[src/rtl/voice_allocator.sv]
// Polyphonic voice scheduler: maps note-on/off events onto NUM_VOICES gate/note channels.
// Optional damper pedal support is enabled with `define VOICE_ALLOCATOR_SUSTAIN_EN.
module voice_allocator #(
    parameter int unsigned NUM_VOICES = 4,
    parameter int unsigned NOTE_BITS  = 7,
    parameter int unsigned AGE_BITS   = 4
) (
    input  logic                             clock,
    input  logic                             reset_n,
    input  logic                             ev_valid,
    output logic                             ev_ready,
    input  logic                             ev_on,
    input  logic [NOTE_BITS-1:0]             ev_note,
    input  logic [NUM_VOICES-1:0]            voice_active,
`ifdef VOICE_ALLOCATOR_SUSTAIN_EN
    input  logic                             sustain,
`endif
    output logic [NUM_VOICES-1:0]            gate,
    output logic [NUM_VOICES*NOTE_BITS-1:0]  voice_note,
    output logic                             steal,
    output logic                             done
);

    localparam int unsigned IW = (NUM_VOICES > 1) ? $clog2(NUM_VOICES) : 1;
    localparam logic [IW-1:0] LAST = IW'(NUM_VOICES - 1);

    typedef enum logic [1:0] {IDLE, SCAN, GAP, COMMIT} state_t;

    state_t                state;
    logic [IW-1:0]         idx;
    logic                  on_q;
    logic [NOTE_BITS-1:0]  note_q;
    logic [NOTE_BITS-1:0]  notes [NUM_VOICES];
    logic [AGE_BITS-1:0]   ages  [NUM_VOICES];
    logic [NUM_VOICES-1:0] held;

    logic                  m_found, f_found, r_found, g_found;
    logic [IW-1:0]         m_idx, f_idx, r_idx, g_idx;
    logic [AGE_BITS-1:0]   r_age, g_age;
    logic [IW-1:0]         tgt;
    logic                  tgt_steal;

    logic                  m_found_n, f_found_n, r_found_n, g_found_n;
    logic [IW-1:0]         m_idx_n, f_idx_n, r_idx_n, g_idx_n;
    logic [AGE_BITS-1:0]   r_age_n, g_age_n;
    logic [IW-1:0]         tgt_n;
    logic                  tgt_gated_n, tgt_steal_n;

`ifdef VOICE_ALLOCATOR_SUSTAIN_EN
    logic sustain_q;
    logic release_pend;
`else
    assign held = '0;
`endif

    // Candidate update for the voice under scan; strict '>' keeps ties on the lower index.
    always_comb begin
        m_found_n = m_found;  m_idx_n = m_idx;
        f_found_n = f_found;  f_idx_n = f_idx;
        r_found_n = r_found;  r_idx_n = r_idx;  r_age_n = r_age;
        g_found_n = g_found;  g_idx_n = g_idx;  g_age_n = g_age;
        if (!m_found && gate[idx] && !held[idx] && notes[idx] == note_q) begin
            m_found_n = 1'b1;  m_idx_n = idx;
        end
        if (!f_found && !gate[idx] && !voice_active[idx]) begin
            f_found_n = 1'b1;  f_idx_n = idx;
        end
        if (!gate[idx] && voice_active[idx] && (!r_found || ages[idx] > r_age)) begin
            r_found_n = 1'b1;  r_idx_n = idx;  r_age_n = ages[idx];
        end
        if (gate[idx] && (!g_found || ages[idx] > g_age)) begin
            g_found_n = 1'b1;  g_idx_n = idx;  g_age_n = ages[idx];
        end
        tgt_n       = g_idx_n;
        tgt_gated_n = 1'b1;
        tgt_steal_n = 1'b1;
        if (m_found_n) begin
            tgt_n = m_idx_n;  tgt_gated_n = 1'b1;  tgt_steal_n = 1'b0;
        end else if (f_found_n) begin
            tgt_n = f_idx_n;  tgt_gated_n = 1'b0;  tgt_steal_n = 1'b0;
        end else if (r_found_n) begin
            tgt_n = r_idx_n;  tgt_gated_n = 1'b0;  tgt_steal_n = 1'b0;
        end
    end

    always_comb begin
        voice_note = '0;
        for (int unsigned i = 0; i < NUM_VOICES; i++)
            voice_note[i*NOTE_BITS +: NOTE_BITS] = notes[i];
    end

    always_ff @(posedge clock or negedge reset_n) begin
        if (!reset_n) begin
            state     <= IDLE;
            ev_ready  <= 1'b0;
            idx       <= '0;
            on_q      <= 1'b0;
            note_q    <= '0;
            gate      <= '0;
            steal     <= 1'b0;
            done      <= 1'b0;
            m_found   <= 1'b0;  m_idx <= '0;
            f_found   <= 1'b0;  f_idx <= '0;
            r_found   <= 1'b0;  r_idx <= '0;  r_age <= '0;
            g_found   <= 1'b0;  g_idx <= '0;  g_age <= '0;
            tgt       <= '0;
            tgt_steal <= 1'b0;
            for (int unsigned i = 0; i < NUM_VOICES; i++) begin
                notes[i] <= '0;
                ages[i]  <= '0;
            end
`ifdef VOICE_ALLOCATOR_SUSTAIN_EN
            held         <= '0;
            sustain_q    <= 1'b0;
            release_pend <= 1'b0;
`endif
        end else begin
            steal <= 1'b0;
            done  <= 1'b0;
`ifdef VOICE_ALLOCATOR_SUSTAIN_EN
            sustain_q <= sustain;
            if (sustain_q && !sustain && state != IDLE)
                release_pend <= 1'b1;
`endif
            case (state)
                IDLE: begin
                    ev_ready <= 1'b1;
`ifdef VOICE_ALLOCATOR_SUSTAIN_EN
                    if (release_pend || (sustain_q && !sustain)) begin
                        gate         <= gate & ~held;
                        held         <= '0;
                        release_pend <= 1'b0;
                    end
`endif
                    if (ev_valid && ev_ready) begin
                        on_q     <= ev_on;
                        note_q   <= ev_note;
                        idx      <= '0;
                        m_found  <= 1'b0;
                        f_found  <= 1'b0;
                        r_found  <= 1'b0;
                        g_found  <= 1'b0;
                        ev_ready <= 1'b0;
                        state    <= SCAN;
                    end
                end
                SCAN: begin
                    m_found <= m_found_n;  m_idx <= m_idx_n;
                    f_found <= f_found_n;  f_idx <= f_idx_n;
                    r_found <= r_found_n;  r_idx <= r_idx_n;  r_age <= r_age_n;
                    g_found <= g_found_n;  g_idx <= g_idx_n;  g_age <= g_age_n;
                    idx     <= idx + IW'(1);
                    if (idx == LAST) begin
                        tgt       <= tgt_n;
                        tgt_steal <= tgt_steal_n;
                        state     <= (on_q && tgt_gated_n) ? GAP : COMMIT;
                    end
                end
                // Drops the gate for the single COMMIT cycle so the envelope sees a fresh edge.
                GAP: begin
                    gate[tgt] <= 1'b0;
                    state     <= COMMIT;
                end
                COMMIT: begin
                    if (on_q) begin
                        gate[tgt]  <= 1'b1;
                        notes[tgt] <= note_q;
                        steal      <= tgt_steal;
`ifdef VOICE_ALLOCATOR_SUSTAIN_EN
                        held[tgt]  <= 1'b0;
`endif
                        for (int unsigned i = 0; i < NUM_VOICES; i++) begin
                            if (IW'(i) == tgt)
                                ages[i] <= '0;
                            else if (ages[i] != '1)
                                ages[i] <= ages[i] + AGE_BITS'(1);
                        end
                    end else if (m_found) begin
`ifdef VOICE_ALLOCATOR_SUSTAIN_EN
                        if (sustain)
                            held[m_idx] <= 1'b1;
                        else
                            gate[m_idx] <= 1'b0;
`else
                        gate[m_idx] <= 1'b0;
`endif
                    end
                    done     <= 1'b1;
                    ev_ready <= 1'b1;
                    state    <= IDLE;
                end
                default: state <= IDLE;
            endcase
        end
    end

endmodule

[config.mk]
export PLATFORM = sky130hd
export DESIGN_NAME = voice_allocator
export DESIGN_NICKNAME = d
export VERILOG_FILES = /design/src/rtl/voice_allocator.sv
export SDC_FILE = /design/constraint.sdc
export NUM_CORES = 1
export LEC_CHECK = 0
export ABC_AREA = 1
export CAP_MARGIN = 25
export CELL_PAD_IN_SITES_DETAIL_PLACEMENT = 1
export CELL_PAD_IN_SITES_GLOBAL_PLACEMENT = 1
export CORE_MARGIN = 10
export CORE_UTILIZATION = 25
export CTS_CLUSTER_DIAMETER = 200
export DETAILED_ROUTE_END_ITERATION = 7
export PLACE_DENSITY_LB_ADDON = 0.08
export SETUP_SLACK_MARGIN = 0.05
export SYNTH_ARGS = -nofsm -noshare
export SYNTH_HDL_FRONTEND = slang
export SYNTH_SLANG_ARGS = --single-unit
[constraint.sdc]
create_clock -name clock -period 2.75 [get_ports clock]
set_input_delay 0.55 -clock clock [delete_from_list [all_inputs] [get_ports clock]]
set_output_delay 0.55 -clock clock [all_outputs]
set_load 0.02 [all_outputs]
==> results.yml <==
route:
  routed_wl_um: 15200
  route.met2.wl_um: 6890
  met1_length_um: 7500
  drt_iter0_drc: 139
  wl_per_cell_um: 17.0
  first_pass_iters: 4
  wl_met3_um: 746
  postRouteAntennaNets: 0
  drt-vias-per-instance: 4.58
  drc_errors: 0
  top_layer: "met4"
  vias: 4097
clock_network:
  htreeDepth: 3
  ctsLongestPathBuffers: 2
  cts_tree: "yes"
  cts_buffers: 9
  cts.clk_slew.worst_paths_ns: 0.07
  clock_latency_ns: 0.35
  numClockSinks: 86
  root_buffer: "clkbuf_16"
synth:
  synth_fa_ha_area_frac: 0.0457
  synth.avg_cell_area_um2: 7.74
  synth_edf_count: 0
  synth-compound-area-share: 0.124
  synth-xor-area-share: 0.00565
  netlist_instances: 601
  synthSimpleGateAreaFrac: 0.274
  synth_top_flop_cell: "dfrtp_1"
  ys_types: 34
  ys_ff_latch: 86
  synth_top_area_frac: 0.463
  async_flop_share: 1.00
  synth_area_um2: 4650
  synth_top_family_by_area: "simple AND/OR/NAND/NOR gates"
  synth_area_leaders: "dfrtp_1 (46%), nand2_1 (14%), o21ai_0 (6.7%), nand3_1 (5.6%), inv_1 (5.6%)"
  ys_seq_area_frac: 0.463
  yosysWarnings: 0
  syn-num-nets: 633
  yosysTopAreaCell: "dfrtp_1"
  yosys-mux-area-fraction: 0.00242
sta:
  maxSlewHeadroom: 0.590
  finalCriticalPeriod_ns: 2.43
  fin_ws_ns: 0.318
  rsz0062_at_grt: "no"
  finalSetupViolations: 0
  finalSetupTns_ns: 0
  min_period_over_period: 0.884
  fmax_mhz: 411
  report.final.slew_viol_count: 0
  skew_ns: 0.00603
  worst_pin_slew_ns: 0.614
  hold_viol_final: 0
floorplan:
  die_y_um: 156
  initial_core_util: 0.256
  die_w_um: 156
  core_um2: 18100
  ioPinCount: 50
  placementRows: 49
  die_area_um2: 24500
setup_path:
  cp.required_ns: 3.04
  criticalPathCategory: "register to register"
  arrival_ns: 2.73
  critPathMaxStageDelay_ns: 0.43
  r2r_slack_ns: 0.32
  crit_fanout: 5
  rr_worst_depth: 20
  worstSetupEndpointType: "register"
  r2r_end: "tgt[0]$_DFFE_PN0P_"
  cp_cell_sequence: "buf_4 > o21ai_1 > o22ai_1 > buf_4 > ha_1 > nand2_1 > nand2_1 > nand2_1 > nand2_1 > nand2_1 > nand2_1 > nand2_2 > clkinv_1 > nor2_1 > nor2_1 > nand2_1 > nand3_1 > nand2_1 > nand2_1 > nand2_1"
  crit_start: "idx[0]$_DFFE_PN0P_"
  rr_startpoint: "idx[0]$_DFFE_PN0P_"
  worst_path_max_delay_cell: "dfrtp_2"
  worst_path_most_repeated_cell: "nand2_1"
  worstSetupStartpointType: "register"
global_routing:
  grt-ovfl-total: 0
  antenna_found_initial: 0
  grt_pass1_vias: 4424
  grt_pass1_wl_um: 24800
  grt_max_degree: 33
  track_usage: 0.129
power_and_ir_drop:
  cellPowerDensity_nw_per_um2: 1290
  leakagePower_nw: 2.76
  ir_drop_uv: 380
outcome:
  status: "finished clean"
final_layout:
  num-fill-cells: 2208
  drive_above_1_share: 0.0977
  nets: 692
  area_growth_pct: 24.0
  n_antenna_cell: 0
place:
  dp_hpwl_um: 11300
  routabilityCongestion: 0.749
  portBuffers: 49
  dp_slack_ns: 0.0412
flow_run:
  drv_cap: 0
hold_path:
  min_path_type: "input port to async pin"
[flip-flops by register name, summed over array words and instances, names as in the netlist, 2 cells and up]
| signal | count |
|---|---|
| note_q | 7 |
| r_age | 4 |
| f_idx | 2 |
| voice_note | 28 |
| g_idx | 2 |
| tgt | 2 |
| ages | 16 |
| m_idx | 2 |
| idx | 2 |
| g_age | 4 |
| gate | 4 |
| state | 2 |
| r_idx | 2 |
[layout by cell type (no fill, tap or decap), types with 7 or more instances in the layout]
master,instances
nor2_1,49
o22ai_1,8
a21oi_1,16
nand2_2,7
dfrtp_1,84
clkdlybuf4s50_1,48
ha_1,17
clkbuf_16,9
o21ai_0,61
inv_1,69
nand3_1,52
nand2_1,170
buf_4,18
[Yosys cell counts, types with 2 or more instances]
cell      instances
a31oi_1           5
dfrtp_1          86
nand2_1         171
nand3_2           5
clkbuf_1          8
ha_1             17
o32ai_1           2
nor2_4            2
nor2_1           50
nand3_1          52
a21oi_1          16
o21ai_0          62
xnor2_1           3
inv_2             5
nor2_2            3
nand2_2           6
o21a_1            2
buf_2             3
a211oi_1          4
nor3_1            2
inv_1            69
o22ai_1          10
nand4_1           2
buf_4             3
buf_6             4
[worst max-delay path by stage]
stage / endpoint / slack (ns) / cells after the start
floorplan: r_idx[0]$_DFFE_PN0P_ / 0.37 / 13
global placement: tgt[1]$_DFFE_PN0P_ / 0.20 / 19
detailed placement: g_age[0]$_DFFE_PN0P_ / 0.04 / 14
CTS: tgt[0]$_DFFE_PN0P_ / 0.13 / 20
global route: tgt[0]$_DFFE_PN0P_ / 0.09 / 20
finish: tgt[0]$_DFFE_PN0P_ / 0.32 / 20
[layout make-up]
class,instances,area (µm²),share of cell area
clock buffer,10,239,0.0414
clock inverter,6,61.3,0.0106
inverter,76,288,0.0499
multi-input combinational,421,2120,0.368
sequential,86,2150,0.374
tap,229,287,0.0497
timing repair buffer,66,616,0.107
[report_power, final]
group          switching, mW  total [mW]  internal (mW)
Combinational           2.49        3.93           1.44
Sequential             0.434        2.21           1.78
Clock                  0.560        1.29          0.727
Total                   3.49        7.43           3.95
[cells by family after synthesis]
logic type / Yosys count
fa+ha+maj: 17
mux: 1
compound gates: 105
simple gates: 295
buf+inv: 94
flops: 86
xor+xnor: 3
[per-layer routing]
layer,track usage,up-vias
met3,0.0422,8
met2,0.201,50
met1,0.172,1980
met5,0,-
li1,-,2059
met4,0.0229,0
[through the flow]
stage               power (mW)  hold WS (ns)  instance area [µm²]  cells   util
floorplan                 4.71         0.254                 4650    601      -
global placement          6.09         0.487                 5430    876  0.299
detailed placement        6.16         0.498                 5430    876  0.299
CTS                       7.50         0.162                 5730    892  0.316
global route              8.16         0.172                 5770    894  0.318
finish                    7.43         0.152                 5770    894  0.318
[worst max-delay path: cells and delay by family, from the launching register on]
| kind | cells | cell delay [ns] |
|---|---|---|
| AOI/OAI and AO/OA | 2 | 0.26 |
| adders and majority gates | 1 | 0.31 |
| buffers and inverters | 3 | 0.38 |
| DFF | 1 | 0.43 |
| and+or+nand+nor | 14 | 0.99 |
[repair_timing]
| action | CTS | global route |
|---|---|---|
| hold endpoints to repair | 0 | 0 |
| endpoints found under the setup margin | 1 | 10 |
| hold buffers | 0 | 0 |
| gates resized for setup | 1 | 7 |
| buffers inserted | 0 | 2 |
(Power assumes the default switching activity.)
